**src/rtl/riscv_pkg.sv**
```systemverilog
// RV32I constants shared by the fetch front end and the immediate extender.
// Also holds the opcode-to-immediate-format decode used at the fetch queue head.
package riscv_pkg;

  localparam int XLEN = 32;

  localparam logic [6:0] OPC_LUI    = 7'b0110111;
  localparam logic [6:0] OPC_AUIPC  = 7'b0010111;
  localparam logic [6:0] OPC_JAL    = 7'b1101111;
  localparam logic [6:0] OPC_JALR   = 7'b1100111;
  localparam logic [6:0] OPC_BRANCH = 7'b1100011;
  localparam logic [6:0] OPC_LOAD   = 7'b0000011;
  localparam logic [6:0] OPC_STORE  = 7'b0100011;
  localparam logic [6:0] OPC_OPIMM  = 7'b0010011;
  localparam logic [6:0] OPC_OP     = 7'b0110011;
  localparam logic [6:0] OPC_FENCE  = 7'b0001111;
  localparam logic [6:0] OPC_SYSTEM = 7'b1110011;

  typedef enum logic [2:0] {
    EXT_I = 3'd0,
    EXT_S = 3'd1,
    EXT_B = 3'd2,
    EXT_J = 3'd3,
    EXT_U = 3'd4
  } ext_sel_e;

  typedef struct packed {
    logic [XLEN-1:0] instr;
    logic [XLEN-1:0] pc;
  } fetch_entry_t;

  function automatic ext_sel_e imm_sel(input logic [6:0] opc);
    case (opc)
      OPC_STORE:          return EXT_S;
      OPC_BRANCH:         return EXT_B;
      OPC_JAL:            return EXT_J;
      OPC_LUI, OPC_AUIPC: return EXT_U;
      default:            return EXT_I;
    endcase
  endfunction

  // R-type carries no immediate but is still a base opcode, so it is legal.
  function automatic logic opc_illegal(input logic [6:0] opc);
    case (opc)
      OPC_LUI, OPC_AUIPC, OPC_JAL, OPC_JALR, OPC_BRANCH, OPC_LOAD,
      OPC_STORE, OPC_OPIMM, OPC_OP, OPC_FENCE, OPC_SYSTEM: return 1'b0;
      default: return 1'b1;
    endcase
  endfunction

endpackage

```
**src/rtl/sync_fifo.sv**
```systemverilog
// Registered-output synchronous FIFO with flush and occupancy count.
// Storage is reset to zero so the head reads 0 out of reset.
module sync_fifo #(
  parameter  int W  = 32,
  parameter  int D  = 2,
  localparam int AW = $clog2(D),
  localparam int CW = $clog2(D + 1)
) (
  input  logic          clk,
  input  logic          rst_n,
  input  logic          i_flush,
  input  logic          i_push,
  input  logic [W-1:0]  i_wdata,
  input  logic          i_pop,
  output logic [W-1:0]  o_rdata,
  output logic [CW-1:0] o_count
);

  logic [W-1:0]  r_mem [D];
  logic [AW-1:0] r_wp, r_rp;
  logic [CW-1:0] r_cnt;
  logic          w_push, w_pop, w_full, w_empty;

  assign w_full  = (r_cnt == CW'(D));
  assign w_empty = (r_cnt == '0);
  assign w_pop   = i_pop & ~w_empty;
  // A full FIFO may still accept a push when the head leaves in the same cycle.
  assign w_push  = i_push & (~w_full | w_pop);

  always_ff @(posedge clk or negedge rst_n) begin
    if (!rst_n) begin
      r_wp  <= '0;
      r_rp  <= '0;
      r_cnt <= '0;
      for (int i = 0; i < D; i++) r_mem[i] <= '0;
    end else if (i_flush) begin
      r_wp  <= '0;
      r_rp  <= '0;
      r_cnt <= '0;
    end else begin
      if (w_push) begin
        r_mem[r_wp] <= i_wdata;
        r_wp        <= r_wp + AW'(1);
      end
      if (w_pop) r_rp <= r_rp + AW'(1);
      r_cnt <= r_cnt + CW'(w_push) - CW'(w_pop);
    end
  end

  assign o_rdata = r_mem[r_rp];
  assign o_count = r_cnt;

endmodule

```
**src/rtl/instr_fetch_queue.sv**
```systemverilog
// RV32I fetch front end: PC, credit-limited imem requests, in-order instruction
// queue with PC shadow, redirect flush with drop counting of stale responses.
module instr_fetch_queue
  import riscv_pkg::*;
#(
  parameter logic [31:0] RESET_PC = 32'h0000_0000,
  parameter int          DEPTH    = 2
) (
  input  logic            clk,
  input  logic            rst_n,
  output logic            imem_req_valid,
  output logic [XLEN-1:0] imem_req_addr,
  input  logic            imem_rsp_valid,
  input  logic [XLEN-1:0] imem_rsp_data,
  input  logic            redirect_valid,
  input  logic [XLEN-1:0] redirect_pc,
  output logic            dec_valid,
  input  logic            dec_ready,
  output logic [XLEN-1:0] dec_instr,
  output logic [XLEN-1:0] dec_pc,
  output logic [24:0]     dec_imm_field,
  output logic [2:0]      dec_imm_sel,
  output logic            dec_illegal
);

  localparam int CW = $clog2(DEPTH + 1);

  logic [XLEN-1:0] r_pc;
  logic [CW-1:0]   r_outst, r_drop;

  logic            w_pop, w_credit, w_issue, w_rsp_live;
  logic [CW-1:0]   w_q_cnt, w_sh_cnt;
  logic [XLEN-1:0] w_sh_pc;
  fetch_entry_t    w_head, w_q_wdata;

  assign dec_valid = (w_q_cnt != '0);
  // A redirect flushes the head, so a same-cycle handshake consumes nothing.
  assign w_pop     = dec_valid & dec_ready & ~redirect_valid;

  // outstanding + occupancy never exceeds DEPTH and pop <= occupancy: no underflow.
  assign w_credit = ({1'b0, r_outst} + {1'b0, w_q_cnt} - (CW+1)'(w_pop)) < (CW+1)'(DEPTH);
  assign w_issue  = rst_n & ~redirect_valid & w_credit;

  assign w_rsp_live = imem_rsp_valid & ~redirect_valid & (r_drop == '0);

  assign imem_req_valid = w_issue;
  assign imem_req_addr  = r_pc;

  // Shadow holds PCs of live outstanding requests only; stale responses never pop it.
  sync_fifo #(.W(XLEN), .D(DEPTH)) u_pc_shadow (
    .clk     (clk),
    .rst_n   (rst_n),
    .i_flush (redirect_valid),
    .i_push  (w_issue),
    .i_wdata (r_pc),
    .i_pop   (w_rsp_live),
    .o_rdata (w_sh_pc),
    .o_count (w_sh_cnt)
  );

  assign w_q_wdata = '{instr: imem_rsp_data, pc: w_sh_pc};

  sync_fifo #(.W($bits(fetch_entry_t)), .D(DEPTH)) u_iq (
    .clk     (clk),
    .rst_n   (rst_n),
    .i_flush (redirect_valid),
    .i_push  (w_rsp_live),
    .i_wdata (w_q_wdata),
    .i_pop   (w_pop),
    .o_rdata (w_head),
    .o_count (w_q_cnt)
  );

  always_ff @(posedge clk or negedge rst_n) begin
    if (!rst_n) begin
      r_pc    <= RESET_PC;
      r_outst <= '0;
      r_drop  <= '0;
    end else begin
      r_outst <= r_outst + CW'(w_issue) - CW'(imem_rsp_valid);
      if (redirect_valid) begin
        r_pc   <= redirect_pc & ~32'h3;
        r_drop <= r_outst - CW'(imem_rsp_valid);
      end else begin
        if (w_issue) r_pc <= r_pc + 32'd4;
        if (imem_rsp_valid && r_drop != '0) r_drop <= r_drop - CW'(1);
      end
    end
  end

  assign dec_instr     = w_head.instr;
  assign dec_pc        = w_head.pc;
  assign dec_imm_field = w_head.instr[31:7];
  assign dec_imm_sel   = imm_sel(w_head.instr[6:0]);
  assign dec_illegal   = opc_illegal(w_head.instr[6:0]);

`ifndef SYNTHESIS
  a_rsp_without_req: assert property (@(posedge clk) disable iff (!rst_n)
    imem_rsp_valid |-> (r_outst != '0));
  a_shadow_underrun: assert property (@(posedge clk) disable iff (!rst_n)
    w_rsp_live |-> (w_sh_cnt != '0));
`endif

endmodule

```
**config.mk**
```make
export PLATFORM = sky130hd
export DESIGN_NAME = instr_fetch_queue
export DESIGN_NICKNAME = d
export VERILOG_FILES = /design/src/rtl/riscv_pkg.sv /design/src/rtl/sync_fifo.sv /design/src/rtl/instr_fetch_queue.sv
export SDC_FILE = /design/constraint.sdc
export NUM_CORES = 1
export LEC_CHECK = 0
export ABC_AREA = 1
export ABC_CLOCK_PERIOD_IN_PS = 5000
export CELL_PAD_IN_SITES_DETAIL_PLACEMENT = 1
export CELL_PAD_IN_SITES_GLOBAL_PLACEMENT = 2
export CORE_UTILIZATION = 31
export DETAILED_ROUTE_END_ITERATION = 10
export HOLD_SLACK_MARGIN = 0.05
export PLACE_DENSITY_LB_ADDON = 0.1
export SYNTH_ARGS = -nofsm -noshare
export SYNTH_HDL_FRONTEND = slang
export SYNTH_HIERARCHICAL = 1
export SYNTH_SLANG_ARGS = --single-unit
```
**constraint.sdc**
```tcl
create_clock -name clk -period 5 [get_ports clk]
set_input_delay 1 -clock clk [delete_from_list [all_inputs] [get_ports clk]]
set_output_delay 1 -clock clk [all_outputs]
set_load 0.02 [all_outputs]
```
=== Word-level counts from Yosys, hierarchy flattened ===
Index checks and enable logic that the tools add are counted.

* Register bits after elaboration: 236
* Input port bits: 69
* Output and inout bits: 127
* Logic and storage cells: 115

* $add $sub $neg: 15
* $lt $le $gt $ge: 7
* Equal/unequal tests: 13
* Muxes and demuxes: 28
* Bitwise operators: 21
* Reductions and logical operators: 18

{| class="wikitable"
|+ Operators by type and width
! operator !! number
|-
| two-way mux 64 bit || 4
|-
| two-way mux 32 bit || 6
|-
| bitwise mux 128 bit || 1
|-
| bitwise mux 64 bit || 1
|-
| demux 64 bit (select 1 bit) || 1
|-
| adder 32 x 3 -> 32 bit, second input constant || 1
|-
| demux 32 bit (select 1 bit) || 1
|-
| == test 7 bit, second input constant || 4
|-
| == test 7 x 6 -> 1 bit, second input constant || 3
|-
| nonzero test 2 bit || 8
|-
| == test 7 x 5 -> 1 bit, second input constant || 2
|-
| case mux 3 bit (4 select lines) || 1
|-
| OR reduction 11 bit || 1
|-
| bitwise AND 1 bit || 10
|-
| two-way mux 1 bit || 9
|-
| greater-or-equal comparator 2 bit, second input constant || 4
|-
| two-way mux 2 bit || 4
|-
| inverter 1 -> 2 bit || 4
|-
| subtractor 2 x 1 -> 2 bit || 4
|-
| == test 7 x 2 -> 1 bit, second input constant || 1
|-
| == test 7 x 4 -> 1 bit, second input constant || 1
|-
| adder 2 x 1 -> 2 bit || 3
|-
| zero test 2 bit || 3
|-
| inverter 1 bit || 5
|-
| other kinds (11) || 20
|}

=== Logic depth before layout (Yosys ltp) ===
Gate-level depths: netlist (run 1).

* Word-level depth: 10
* Depth in mapped cells: 20
* Depth with buffers taken out: 15

=== Hierarchy ===
The synthesis (run 1) kept the hierarchy.

{| class="wikitable"
|+ Modules (own cells, without submodules)
! module !! times used !! cells each !! area an instance (um^2) !! sequential area each (um^2)
|-
| sync_fifo (u_iq) || 1 || 809 || 6378.6 || 3303.2
|-
| sync_fifo (u_pc_shadow) || 1 || 420 || 3342.0 || 1701.6
|-
| instr_fetch_queue || 1 || 452 || 2986.6 || 850.8
|}

=== Least setup slack after synthesis (run 1) ===
No wires, ideal clock.

* Path kind: input port to output port
* Start: input redirect_valid
* End: output imem_req_valid
* Arrival time: 3.407 ns
* Required time: 4.000 ns
* Setup slack: 0.593 ns
* Stages on the path: 12
* Buffers on the path: 4
* Cells stage by stage: buf_6 inv_2 buf_2 buf_2 nand2_1 nor2_1 ha_1 or2_2 fa_1 inv_1 nor3_2 buf_2

* Longest elaborated chain between the ends: 5
* Elaborated cells on any way between the ends: 6
* Those cells by class: 1 x add/sub; 1 x order compare; 4 x bitwise

{| class="wikitable"
|+ Ends and longest elaborated chain
! element !! line !! text
|-
| start, declared || instr_fetch_queue.sv:15 || <nowiki>input logic redirect_valid,</nowiki>
|-
| inverter 1 bit (no source line) || - ||
|-
| bitwise AND 1 bit || instr_fetch_queue.sv:38 || <nowiki>assign w_pop = dec_valid & dec_ready & ~redirect_valid;</nowiki>
|-
| via w_pop || instr_fetch_queue.sv:31 || <nowiki>logic w_pop, w_credit, w_issue, w_rsp_live;</nowiki>
|-
| subtractor 3 x 1 -> 3 bit || instr_fetch_queue.sv:41 || <nowiki>assign w_credit = ({1'b0, r_outst} + {1'b0, w_q_cnt} - (CW+1)'(w_pop)) < (CW+1)'(DEPTH);</nowiki>
|-
| < comparator 3 x 2 -> 1 bit || instr_fetch_queue.sv:41 ||
|-
| bitwise AND 1 bit || instr_fetch_queue.sv:42 || <nowiki>assign w_issue = rst_n & ~redirect_valid & w_credit;</nowiki>
|-
| end, declared || instr_fetch_queue.sv:11 || <nowiki>output logic imem_req_valid,</nowiki>
|}

The timed path passes the listed nets, and every way through them passes these cells.

=== Final worst setup path (run 1) ===
* Start: input dec_ready
* End: output imem_req_valid

* Longest elaborated chain between the ends: 5

{| class="wikitable"
|+ Ends and longest elaborated chain
! element !! line !! text
|-
| start, declared || instr_fetch_queue.sv:18 || <nowiki>input logic dec_ready,</nowiki>
|-
| bitwise AND 1 bit (2 in a row) || instr_fetch_queue.sv:38 ||
|-
| via w_pop || instr_fetch_queue.sv:31 ||
|-
| subtractor 3 x 1 -> 3 bit || instr_fetch_queue.sv:41 ||
|-
| < comparator 3 x 2 -> 1 bit || instr_fetch_queue.sv:41 ||
|-
| bitwise AND 1 bit || instr_fetch_queue.sv:42 ||
|}

The timed path passes the listed nets, and every way through them passes these cells.

==> out/metrics.cfg, run 1 <==
[yosys]
ys_seq_area_frac=0.461
syn_avg_cell_area_um2=7.56
yosysWarnings=6
synthSimpleGateAreaFrac=0.417
netlist_instances=1681
synth-xor-area-share=0.00620
async_reset_ff_frac=1.00
synth_flop_cell=dfrtp_1
synthMuxAreaShare=0.000788
synth_top_family_by_area=simple AND/OR/NAND/NOR gates
synth_edf_count=0
synth.cell_area_mm2=0.0127
synthDistinctLibCells=36
synth-adder-area-share=0.0114
ys_seq_elements=234
synth_compound_area_frac=0.00975

[power_and_ir_drop]
power_density_mw_per_mm2=549
ir_drop_v=0.000349
power_mw=8.65
total_leakage_power_nw=8.01

[worst_setup_path]
criticalPathCategory=in -> out
cp-start-kind=input port
r2r_end=u_pc_shadow/o_count[1]
rrSetupSlack_ps=1290
critical-path-slowest-cell=clkdlybuf4s50_1
critPathTopFamily=buffers and inverters
end_kind=output port
crit_arrival_ps=3760
cp_common_cell=clkdlybuf4s50_1
worstPathRequired_ps=4000
crit_path_max_incr_delay_ps=670
path_cells=clkdlybuf4s50_1 > nand2_1 > nor2_1 > ha_1 > or2_2 > fa_1 > inv_1 > nor3_4 > clkdlybuf4s50_1
cp_num_buf_inv=3
critPathMaxFanout=2
r2r_cells=14
reg2reg_from=u_iq/o_count[1]

[sta]
setup_tns_ps=0
drv_slew=0
worst_pin_slew_ps=952
slew_headroom=0.366
max_freq_mhz=210
finalCritPeriodShare=0.951
grt_setup_unrepaired=no
finalCriticalPeriod_ps=4760
finalHoldViolCount=0
clock-skew-final_ps=14.8
finalSetupViolCount=0

[min_path]
hold_class=in -> async

[clocking]
cts_tree=yes
ctsHoldBuffers=0
root_buffer=clkbuf_16
cts_buffers=31
cts_max_path_buffers=3
htree_levels=1
cts_resized=0
clock_latency_ps=590
clkTransAtPathRegs_ps=50
clock_sinks=234
cts_setup_buffers=0

[global_routing]
grt_pass1_vias=11800
grt_start_max_net_pins=131
grt_use_met1=0.278
grt.total_usage=0.200
grt_util_met3=0.0244
grt_pass1_wl_um=66400
grt-busiest-layer=met2
grt_use_met2=0.333
globalRouteOverflowTotal=0
antenna_found_initial=0

[final_layout]
n_antenna_cell=0
nets=1867
drive_above_1_share=0.0767
area_delta_synth_final_pct=24.1
fillers=4880

[placement]
place_hpwl_um=24700
io_buffers=191
gp_congestion=0.725

[route]
drtIter0Drc=596
wire_per_inst_um=17.5
via_per_inst=4.90
drcViolationCount=0
totalWireLength_um=40900
antenna_left=0
firstDrtPassIters=5
num_vias=11500

[floorplanning]
core_mm2=0.0401
placementRows=73
start_util=0.317
pin_count=196
die_area_mm2=0.0418
die_width_um=204
die-height_um=204

[outcome]
outcome=finished, final reports clean

[job]
cap_violations=0

==> layout by cell type, fill, tap and decap left out, types with 3 or more instances in the layout <==
master and instances:
bufinv_16 7, conb_1 6, nor2_1 37, clkbuf_1 3
o21bai_1 7, clkbuf_16 31, nand3_4 4, nand2_1 836
nand4_1 193, xor2_1 4, nor2_4 11, buf_12 4
clkinv_2 8, clkdlybuf4s50_1 189, inv_1 57, ha_1 10
o21ai_0 4, inv_2 17, nor2_2 7, xnor2_1 5
nand3_2 11, nand2_2 5, dfrtp_1 233, a21oi_1 5
clkbuf_8 7, buf_4 16, nand3_1 74
==> cell usage after synthesis, types with 6 or more instances <==
cell        n  area (µm²)
buf_2      75         375
buf_4      40         300
buf_6       9         101
buf_8       6        90.1
clkbuf_1   13        48.8
dfrtp_1   234        5860
ha_1       10         125
inv_1      58         218
inv_2      16        60.1
nand2_1   836        3140
nand3_1    74         370
nand3_2    12         120
nand4_1   193        1210
nor2_1     37         139
nor2_2      8        50.1
nor2_4     10         113
o21bai_1    7        52.6
==> stage by stage <==
step | instance area [µm²] | cells | setup WS (ps) | hold WS (ps) | utilization
5_1_grt | 15800 | 2337 | 66.4 | 331 | 0.393
3_3_place_gp | 14600 | 2279 | 217 | 454 | 0.364
6_report | 15800 | 2337 | 244 | 317 | 0.393
3_5_place_dp | 14600 | 2279 | 181 | 458 | 0.364
2_1_floorplan | 12700 | 1686 | 593 | 442 | -
4_1_cts | 15800 | 2337 | 167 | 310 | 0.393
==> area by class of cell <==
type / count / area, µm² / area share
Multi-Input combinational cell: 1235 / 5700 / 0.362
Inverter: 74 / 278 / 0.0176
Clock buffer: 41 / 883 / 0.0560
Tap cell: 525 / 657 / 0.0417
Timing Repair Buffer: 211 / 2110 / 0.134
Clock inverter: 17 / 278 / 0.0176
Sequential cell: 234 / 5860 / 0.372
==> state kept, by name, summed over array words and instances (netlist names) <==
| signal | count |
|---|---|
| r_drop | 2 |
| u_pc_shadow/r_rp | 1 |
| imem_req_addr | 30 |
| u_iq/r_mem | 128 |
| u_iq/o_count | 2 |
| u_pc_shadow/r_wp | 1 |
| u_pc_shadow/o_count | 2 |
| u_iq/r_rp | 1 |
| r_outst | 2 |
| u_pc_shadow/r_mem | 64 |
| u_iq/r_wp | 1 |
==> worst max-delay path by stage <==
stage / cells after the start / startpoint / to
3_5_place_dp: 9 / dec_ready / imem_req_valid
6_report: 9 / dec_ready / imem_req_valid
3_3_place_gp: 9 / dec_ready / imem_req_valid
4_1_cts: 9 / dec_ready / imem_req_valid
5_1_grt: 9 / dec_ready / imem_req_valid
2_1_floorplan: 12 / redirect_valid / imem_req_valid
==> where the power goes <==
group | total, mW | internal, mW | switching (mW) | leakage, nW
registers | 2.98 | 2.52 | 0.460 | 3.09
logic | 3.16 | 1.28 | 1.87 | 4.35
clock network | 2.52 | 1.60 | 0.921 | 0.576
total | 8.65 | 5.40 | 3.25 | 8.01
==> worst reg2reg max path, delay by kind of cell (launching register included) <==
family                     cells  cell delay [ps]
buffers and inverters          3              550
adders and majority gates      4             1280
DFF                            1              480
AOI/OAI and AO/OA              1              140
and+or+nand+nor                6             1170
==> metal layers <==
metal | up-vias | share of wire
li1 | 5630 | -
met3 | 42 | 0.034
met5 | - | 0
met1 | 5559 | 0.48
met4 | 0 | 0.018
met2 | 221 | 0.47
==> logic make-up (layout without fill, tap and decap cells) <==
kind of cell,count (synthesis),count (layout)
AO/OA/AOI/OAI,20,20
XOR/XNOR,9,9
adder cells (fa/ha/maj),11,11
buffers and inverters,217,343
flip-flops,234,234
multiplexers,1,1
other,1,6
AND/OR/NAND/NOR,1188,1188
Power figures use the tool's default switching activity.
==> inputs of run 2 (changes only) <==
ABC_CLOCK_PERIOD_IN_PS = unset   (was 5000)
==> results of run 2 <==
No change in the layout: final DEF, timing and power equal those of run 1.
